File: src/rtl/aqalu_trace_pkg.sv
// Shared definitions for the AQALU trace recorder: record layout, FSM encodings
// and the tap tuple type.
package aqalu_trace_pkg;

   localparam int TRACE_REC_W = 24;

   localparam int A_LSB   = 22;
   localparam int B_LSB   = 20;
   localparam int OP_LSB  = 16;
   localparam int OUT_LSB = 8;
   localparam int SEC_LSB = 0;

   localparam int A_W   = 2;
   localparam int B_W   = 2;
   localparam int OP_W  = 4;
   localparam int OUT_W = 8;
   localparam int REC_SEC_W = 8;

   localparam logic [1:0] ST_IDLE  = 2'd0;
   localparam logic [1:0] ST_ARM   = 2'd1;
   localparam logic [1:0] ST_TRACK = 2'd2;

   localparam logic [3:0] OPC_SEQ = 4'b1111;

   typedef struct packed {
      logic [A_W-1:0]  a;
      logic [B_W-1:0]  b;
      logic [OP_W-1:0] opcode;
   } tuple_t;

endpackage

File: src/rtl/trace_fifo.sv
// Synchronous first-word-fall-through FIFO. A push is taken when there is
// room or when a pop frees a slot in the same cycle.
module trace_fifo #(
   parameter int WIDTH = 24,
   parameter int DEPTH = 16
) (
   input  logic             clock,
   input  logic             reset,
   input  logic             push,
   input  logic [WIDTH-1:0] pushData,
   input  logic             pop,
   output logic [WIDTH-1:0] popData,
   output logic             full,
   output logic             empty
);

   localparam int AW = $clog2(DEPTH);

   logic [WIDTH-1:0] mem [DEPTH];
   logic [AW:0]      wrPtr;
   logic [AW:0]      rdPtr;
   logic             doPop;
   logic             doPush;

   assign empty  = (wrPtr == rdPtr);
   assign full   = (wrPtr[AW] != rdPtr[AW]) && (wrPtr[AW-1:0] == rdPtr[AW-1:0]);
   assign doPop  = pop && !empty;
   assign doPush = push && (!full || doPop);

   // Head is presented directly; an empty FIFO shows zero rather than stale data
   assign popData = empty ? '0 : mem[rdPtr[AW-1:0]];

   // Pointer update; the extra MSB separates full from empty
   always_ff @(posedge clock) begin
      if (reset) begin
         wrPtr <= '0;
         rdPtr <= '0;
      end else begin
         if (doPush) wrPtr <= wrPtr + 1'b1;
         if (doPop)  rdPtr <= rdPtr + 1'b1;
      end
   end

   // Storage write, no reset needed on data
   always_ff @(posedge clock) begin
      if (doPush) mem[wrPtr[AW-1:0]] <= pushData;
   end

endmodule

File: src/rtl/aqalu_trace_recorder.sv
// AQALU trace writer: times how long each {A,B,Opcode} vector is held and
// retires it as a 24-bit record into a FIFO drained over valid/ready.
module aqalu_trace_recorder
   import aqalu_trace_pkg::*;
#(
   parameter int TICKS_PER_SEC = 1000,
   parameter int FIFO_DEPTH    = 16,
   parameter int SEC_W         = 8
) (
   input  logic                   clock,
   input  logic                   reset,
   input  logic                   capture_en,
   input  logic                   flush,
   input  logic [1:0]             A,
   input  logic [1:0]             B,
   input  logic [3:0]             Opcode,
   input  logic [7:0]             Output,
   output logic [TRACE_REC_W-1:0] rec_data,
   output logic                   rec_valid,
   input  logic                   rec_ready,
   output logic                   overflow,
   output logic [7:0]             drop_count
);

   localparam int TW = $clog2(TICKS_PER_SEC + 1);
   localparam logic [TW-1:0] TICK_LAST = TW'(TICKS_PER_SEC - 1);

   logic [1:0]             state;
   tuple_t                 inTuple;
   tuple_t                 curTuple;
   logic [7:0]             lastOut;
   logic [TW-1:0]          tickCnt;
   logic [SEC_W-1:0]       secCnt;
   logic                   recPush;
   logic [TRACE_REC_W-1:0] recWord;
   logic                   popReq;
   logic                   fifoFull;
   logic                   fifoEmpty;
   logic                   dropEvt;

   function automatic logic [SEC_W-1:0] secSatInc(input logic [SEC_W-1:0] v);
      return (&v) ? v : v + 1'b1;
   endfunction

   function automatic logic [7:0] dropSatInc(input logic [7:0] v);
      return (&v) ? v : v + 1'b1;
   endfunction

   assign inTuple   = {A, B, Opcode};
   assign recWord   = {curTuple, lastOut, 8'(secCnt)};
   assign rec_valid = !fifoEmpty;
   assign popReq    = rec_valid && rec_ready;
   assign dropEvt   = recPush && fifoFull && !popReq;

   // Retire on capture drop, flush or tuple change; at most one record per cycle
   always_comb begin
      recPush = 1'b0;
      if (state == ST_TRACK)
         recPush = !capture_en || flush || (inTuple != curTuple);
   end

   // Capture FSM and hold-time counters
   always_ff @(posedge clock) begin
      if (reset) begin
         state   <= ST_IDLE;
         tickCnt <= '0;
         secCnt  <= '0;
      end else begin
         case (state)
            ST_IDLE: begin
               tickCnt <= '0;
               secCnt  <= '0;
               if (capture_en) state <= ST_ARM;
            end
            ST_ARM: begin
               tickCnt <= TW'(1);
               secCnt  <= '0;
               state   <= ST_TRACK;
            end
            ST_TRACK: begin
               if (!capture_en) begin
                  tickCnt <= '0;
                  secCnt  <= '0;
                  state   <= ST_IDLE;
               end else if (flush || (inTuple != curTuple)) begin
                  tickCnt <= TW'(1);
                  secCnt  <= '0;
               end else if (tickCnt >= TICK_LAST) begin
                  tickCnt <= '0;
                  secCnt  <= secSatInc(secCnt);
               end else begin
                  tickCnt <= tickCnt + 1'b1;
               end
            end
            default: state <= ST_IDLE;
         endcase
      end
   end

   // Tuple and settled-output capture; the change cycle's Output belongs to the new vector
   always_ff @(posedge clock) begin
      if (state == ST_ARM) begin
         curTuple <= inTuple;
         lastOut  <= Output;
      end else if (state == ST_TRACK) begin
         lastOut <= Output;
         if (capture_en && !flush && (inTuple != curTuple)) curTuple <= inTuple;
      end
   end

   // Sticky overflow flag and saturating drop counter
   always_ff @(posedge clock) begin
      if (reset) begin
         overflow   <= 1'b0;
         drop_count <= '0;
      end else if (dropEvt) begin
         overflow   <= 1'b1;
         drop_count <= dropSatInc(drop_count);
      end
   end

   trace_fifo #(
      .WIDTH(TRACE_REC_W),
      .DEPTH(FIFO_DEPTH)
   ) uFifo (
      .clock    (clock),
      .reset    (reset),
      .push     (recPush),
      .pushData (recWord),
      .pop      (popReq),
      .popData  (rec_data),
      .full     (fifoFull),
      .empty    (fifoEmpty)
   );

endmodule

File: config.mk
export PLATFORM = sky130hd
export DESIGN_NAME = aqalu_trace_recorder
export DESIGN_NICKNAME = d
export VERILOG_FILES = /design/src/rtl/aqalu_trace_pkg.sv /design/src/rtl/trace_fifo.sv /design/src/rtl/aqalu_trace_recorder.sv
export SDC_FILE = /design/constraint.sdc
export NUM_CORES = 1
export LEC_CHECK = 0
export CELL_PAD_IN_SITES_DETAIL_PLACEMENT = 2
export CELL_PAD_IN_SITES_GLOBAL_PLACEMENT = 2
export CORE_MARGIN = 1.5
export CORE_UTILIZATION = 44
export CTS_CLUSTER_DIAMETER = 30
export CTS_CLUSTER_SIZE = 40
export DETAILED_ROUTE_END_ITERATION = 16
export HOLD_SLACK_MARGIN = 0.08
export PLACE_DENSITY = 0.75
export SKIP_CTS_REPAIR_TIMING = 1
export SLEW_MARGIN = 20
export SYNTH_ARGS = -nofsm -noshare
export SYNTH_HDL_FRONTEND = slang
export SYNTH_SLANG_ARGS = --single-unit
export TNS_END_PERCENT = 50
File: constraint.sdc
create_clock -name clock -period 7 [get_ports clock]
set_input_delay 1.05 -clock clock [delete_from_list [all_inputs] [get_ports clock]]
set_output_delay 1.05 -clock clock [all_outputs]
set_load 0.1 [all_outputs]
Yosys cells after proc, flatten, opt, wreduce, memory -nomap -nowiden
Memories as Yosys holds them, arrays and structs flattened. A register that Yosys moved wholly into a read port is not among the register bits.
Index checks and enable logic that the tools add are counted.
{"block": "totals", "n_memories": 1, "output_inout_bits": 34, "mem_bits_rw": 384, "input_bits": 21, "elab_cells": 81, "reg_bits": 55}
{"block": "classes", "bitwise": 1, "order_cmp": 1, "n_eq_ne": 10, "add_sub_neg": 5, "n_reduce_logical": 29, "n_mux": 23}
{"memory": "uFifo.mem", "depth": 16, "word_bits": 24, "read_ports": 1, "rd_clocked_by_memory_dff": 1, "write_ports": 1, "line_no": "trace_fifo.sv:19", "source": "logic [WIDTH-1:0] mem [DEPTH];"}
{"cell": "$mux W8", "n": 9}
{"cell": "$mux W10", "n": 3}
{"cell": "$pmux W10 S3", "n": 1}
{"cell": "$mux W24", "n": 1}
{"cell": "$add A8 B1 Y8 const B", "n": 2}
{"cell": "$pmux W8 S2", "n": 1}
{"cell": "$reduce_and A8 Y1", "n": 2}
{"cell": "$add A10 B1 Y10 const B", "n": 1}
{"cell": "$add A5 B1 Y5 const B", "n": 2}
{"cell": "$ge A10 B10 Y1 const B", "n": 1}
{"cell": "$logic_and A1 B1 Y1", "n": 8}
{"cell": "$mux W4", "n": 2}
{"cell": "$ne A4 B4 Y1 const B", "n": 2}
{"cell": "$ne A8 B8 Y1", "n": 1}
{"cell": "$pmux W2 S3", "n": 1}
{"cell": "$reduce_and A2 Y1", "n": 3}
{"cell": "$reduce_bool A2 Y1", "n": 3}
{"cell": "$eq A5 B5 Y1", "n": 1}
{"cell": "$logic_not A1 Y1", "n": 5}
{"cell": "$eq A4 B4 Y1", "n": 1}
{"cell": "$logic_or A1 B1 Y1", "n": 4}
{"cell": "$mux W2", "n": 2}
{"cell": "$ne A2 B2 Y1 const B", "n": 2}
{"cell": "$mux W1", "n": 3}
{"cell": "other kinds (8)", "n": 8}

Logic depth before layout (Yosys ltp)
{"block": "depth", "depth_word": 8, "depth_mapped": 8, "depth_no_buf": 7}

Hierarchy
Synthesis repeated with hierarchy kept, for this count alone.
{"block": "unflattened", "cells_unflattened": 909, "area_unflattened_um2": 17450.5}
{"module": "trace_fifo", "area_each_um2": 15118.2, "instances": 1, "seq_area_each_um2": 11811.3, "cells_per_inst": 678}
{"module": "aqalu_trace_recorder", "area_each_um2": 2332.2, "instances": 1, "seq_area_each_um2": 1061.0, "cells_per_inst": 231}

Worst setup path after synthesis
OpenSTA, ideal clock, no wires.
{"block": "synth_path", "kind": "reg2out", "start": "reg (tool-made name)", "end": "out rec_data[10]", "path_buffers": 3, "t_arrival_ns": 2.831, "path_stages_with_launch": 7, "slack_ns": 3.119, "required_ns": 5.950, "path_cell_list": "dfxtp_1 clkbuf_1 buf_2 clkbuf_1 mux4_2 mux4_2 nor2b_1"}
{"element": "to (decl)", "line_no": "aqalu_trace_recorder.sv:18", "source": "output logic [TRACE_REC_W-1:0] rec_data,"}

==> flow_summary.json <==
{
  "outcome": "complete, no violations",
  "crit_path_start_kind": "flop",
  "max_freq_mhz": 191,
  "clockBufferDepth": 3,
  "hold_viol": 0,
  "layout_min_cycle_time_ns": 5.24,
  "antenna_found_initial": 2,
  "fin_nets": 1056,
  "worstSetupEndpointType": "primary output",
  "num_io_pins": 55,
  "yosysWarnings": 0,
  "cts_made_buffers": 101,
  "reg2reg_from": "curTuple[3]$_DFFE_PP_",
  "hold_depth": 2,
  "overflow": 0,
  "avgViaCountPerCell": 6.05,
  "powerDensity_nw_per_um2": 383,
  "vdd_drop_max_uv": 210,
  "root_buffer": "clkbuf_16",
  "ys_ff_latch": 443,
  "multi_input_area_um2": 4460,
  "n_fill_cell": 3305,
  "postRouteAntennaNets": 0,
  "synth.area.top_cells": "edfxtp_1, mux4_2, dfxtp_1",
  "place_ws_ns": 2.20,
  "path_cells": "buf_12, mux4_2, mux4_2, nor2b_1, clkdlybuf4s50_1",
  "syn_nets": 917,
  "die-area_um2": 41200,
  "cp.required_ns": 5.95,
  "wl_met1_mm": 22.5,
  "global_route.usage.total_pct": 28.0,
  "top_layer": "met4",
  "min_path_type": "flop to flop",
  "ys_async_sr_fraction_pct": 0,
  "worstMarginPinSlew_ns": 1.06,
  "dp.cells": 1442,
  "max_cap_viol_count": 0,
  "synth.top_cell.area_share_pct": 68.3,
  "cp_top_family": "buffers and inverters",
  "synth_area_leader_cell": "edfxtp_1",
  "grt_max_degree": 52,
  "wl_per_cell_um": 34.2,
  "synth_xor_area_share_pct": 0.897,
  "cts.sinks": 443,
  "clock_latency_ns": 0.64,
  "finClkSkew_ns": 0.0339,
  "grt_pass1_vias": 10968,
  "seqCellArea_um2": 12900,
  "synth_ff_type": "edfxtp_1",
  "rrSetupSlack_ns": 2.82,
  "rr_endpoint": "uFifo.mem[2][4]$_DFFE_PP_",
  "fin_ws_ns": 1.76,
  "netlist_top_cells_count": "edfxtp_1, mux4_2, dfxtp_1",
  "met3WireLength_mm": 3.27,
  "p_leak_nw": 7.23,
  "die_w_um": 203,
  "yosys.area_share.simple_pct": 5.14,
  "rsz0062_at_grt": "false",
  "dpl_cell_area_um2": 18800,
  "coreArea_um2": 39500,
  "rows": 73,
  "fin_setup_tns_ns": 0,
  "firstDrtPassIters": 5,
  "stdcell_count": 1632,
  "worstHoldEndpoint": "tickCnt[9]$_SDFFE_PP0P_",
  "critical_path_class": "flop to primary output",
  "via_count": 9866,
  "synth_area_um2": 17600,
  "start_util_pct": 44.5,
  "port_buffers": 54,
  "crit_buf_inv": 2,
  "cts.reportedPaths.clkPinSlew_ns": 0.05,
  "cp_max_fo": 51,
  "area_growth_pct": 26.6,
  "routed_wirelength_mm": 55.9,
  "h-tree-depth": 3,
  "min_from": "tickCnt[9]$_SDFFE_PP0P_",
  "fin_crit_sh_pct": 74.9,
  "gp_congestion": 0.729,
  "tritoncts": "done",
  "rr_worst_depth": 7,
  "dr.first_iter.drc_count": 898,
  "die_h_um": 203,
  "grt_first_pass_wirelength_mm": 80.1,
  "muxShareOfSynthArea_pct": 15.8,
  "synth.most_common_cell": "edfxtp_1",
  "drv_slew": 0,
  "cpMaxStageDelayCell": "clkdlybuf4s50_1",
  "synthCells": 881,
  "synth_top_family_by_area": "multiplexers",
  "slew_headroom_pct": 28.9,
  "yosys.area_share.adder_pct": 1.07,
  "synthDistinctLibCells": 50,
  "wl_met2_mm": 28.3,
  "dp_hpwl_mm": 28.4,
  "final_area_um2": 22300,
  "synth-edff-count": 400,
  "drc": 0,
  "ys_seq_area_share_pct": 73.2,
  "postLayoutCoreUtil_pct": 56.3,
  "avgSynthCellArea_um2": 20.0,
  "synth_compound_area_share_pct": 2.38,
  "cp.arrival_ns": 4.19,
  "drive_gt1_share_pct": 28.8,
  "crit_top_cell": "mux4_2",
  "max_stage_delay_ns": 1.04,
  "final-setup-viol-count": 0
}
-- routing by layer --
| metal | vias to the layer above | global-route usage [%] |
|---|---|---|
| met5 | - | 0 |
| met4 | 0 | 11.5 |
| met3 | 117 | 4.96 |
| met2 | 409 | 47.1 |
| met1 | 5368 | 36.2 |
| li1 | 3972 | - |
-- cells by family after synthesis --
logic type	after synthesis
buf+inv	54
simple gates	159
xor+xnor	18
compound gates	64
fa+ha+maj	15
flops	443
mux	128
-- flip-flops by register name, summed over array words and instances, names as in the netlist, named ones only --
signal / count
curTuple: 8
lastOut: 8
overflow: 1
uFifo.rdPtr: 5
secCnt: 8
drop_count: 8
state: 2
uFifo.mem: 384
uFifo.wrPtr: 5
tickCnt: 10
-- worst max path at each step --
stage / start / endpoint / slack [ns] / cells after the start
6_report: flop / rec_data[2] / 1.76 / 5
5_1_grt: flop / rec_data[2] / 1.58 / 5
2_1_floorplan: flop / rec_data[10] / 3.12 / 6
3_5_place_dp: Opcode[3] / uFifo.mem[2][2]$_DFFE_PP_ / 2.20 / 8
3_3_place_gp: Opcode[3] / uFifo.mem[2][4]$_DFFE_PP_ / 2.43 / 8
4_1_cts: flop / rec_data[2] / 1.69 / 5
-- placed cells by master, fill, tap and decap left out, drive strengths merged, types with 3 or more instances in the layout --
cell type        n
clkbuf         118
nor2b           30
mux2i            7
inv             27
xor2             6
mux4           120
clkinv          29
a31oi           12
nand2b           7
a21oi           18
nand4            6
o31ai            9
clkdlybuf4s50   54
and3            19
xnor2           12
or3              4
nor3             6
and2             4
nand3           15
buf             24
and4             3
dfxtp           43
nand2           22
clkinvlp        13
or4             10
nor2            22
nand3b           7
o21ai            9
ha              15
edfxtp         400
bufinv          14
-- tightest hold or removal path, cell delays in order, from the launching register on --
cell	delay [ns]
dfxtp_1	0.31
inv_1	0.05
o22ai_1	0.05
-- through the flow --
stage	hold slack [ns]	total power [W]
floorplan	0.429	0.00349
global placement	0.444	0.00365
detailed placement	0.448	0.00368
CTS	0.459	0.00861
global route	0.494	0.00873
finish	0.460	0.00853
-- power by group --
group	leakage (nW)	switching, W	internal, W
Clock	1.66	0.00164	0.00325
Combinational	1.52	0.000374	0.000210
Sequential	4.04	0.0000992	0.00296
Total	7.23	0.00211	0.00642
-- final cells by class --
class | count | share of cell area (%)
Antenna cell | 1 | 0.0112
Clock buffer | 118 | 12.0
Clock inverter | 71 | 3.65
Inverter | 12 | 0.202
Multi-Input combinational cell | 384 | 20.0
Sequential cell | 443 | 57.9
Tap cell | 525 | 2.95
Timing Repair Buffer | 78 | 3.29
(Power assumes the default switching activity.)
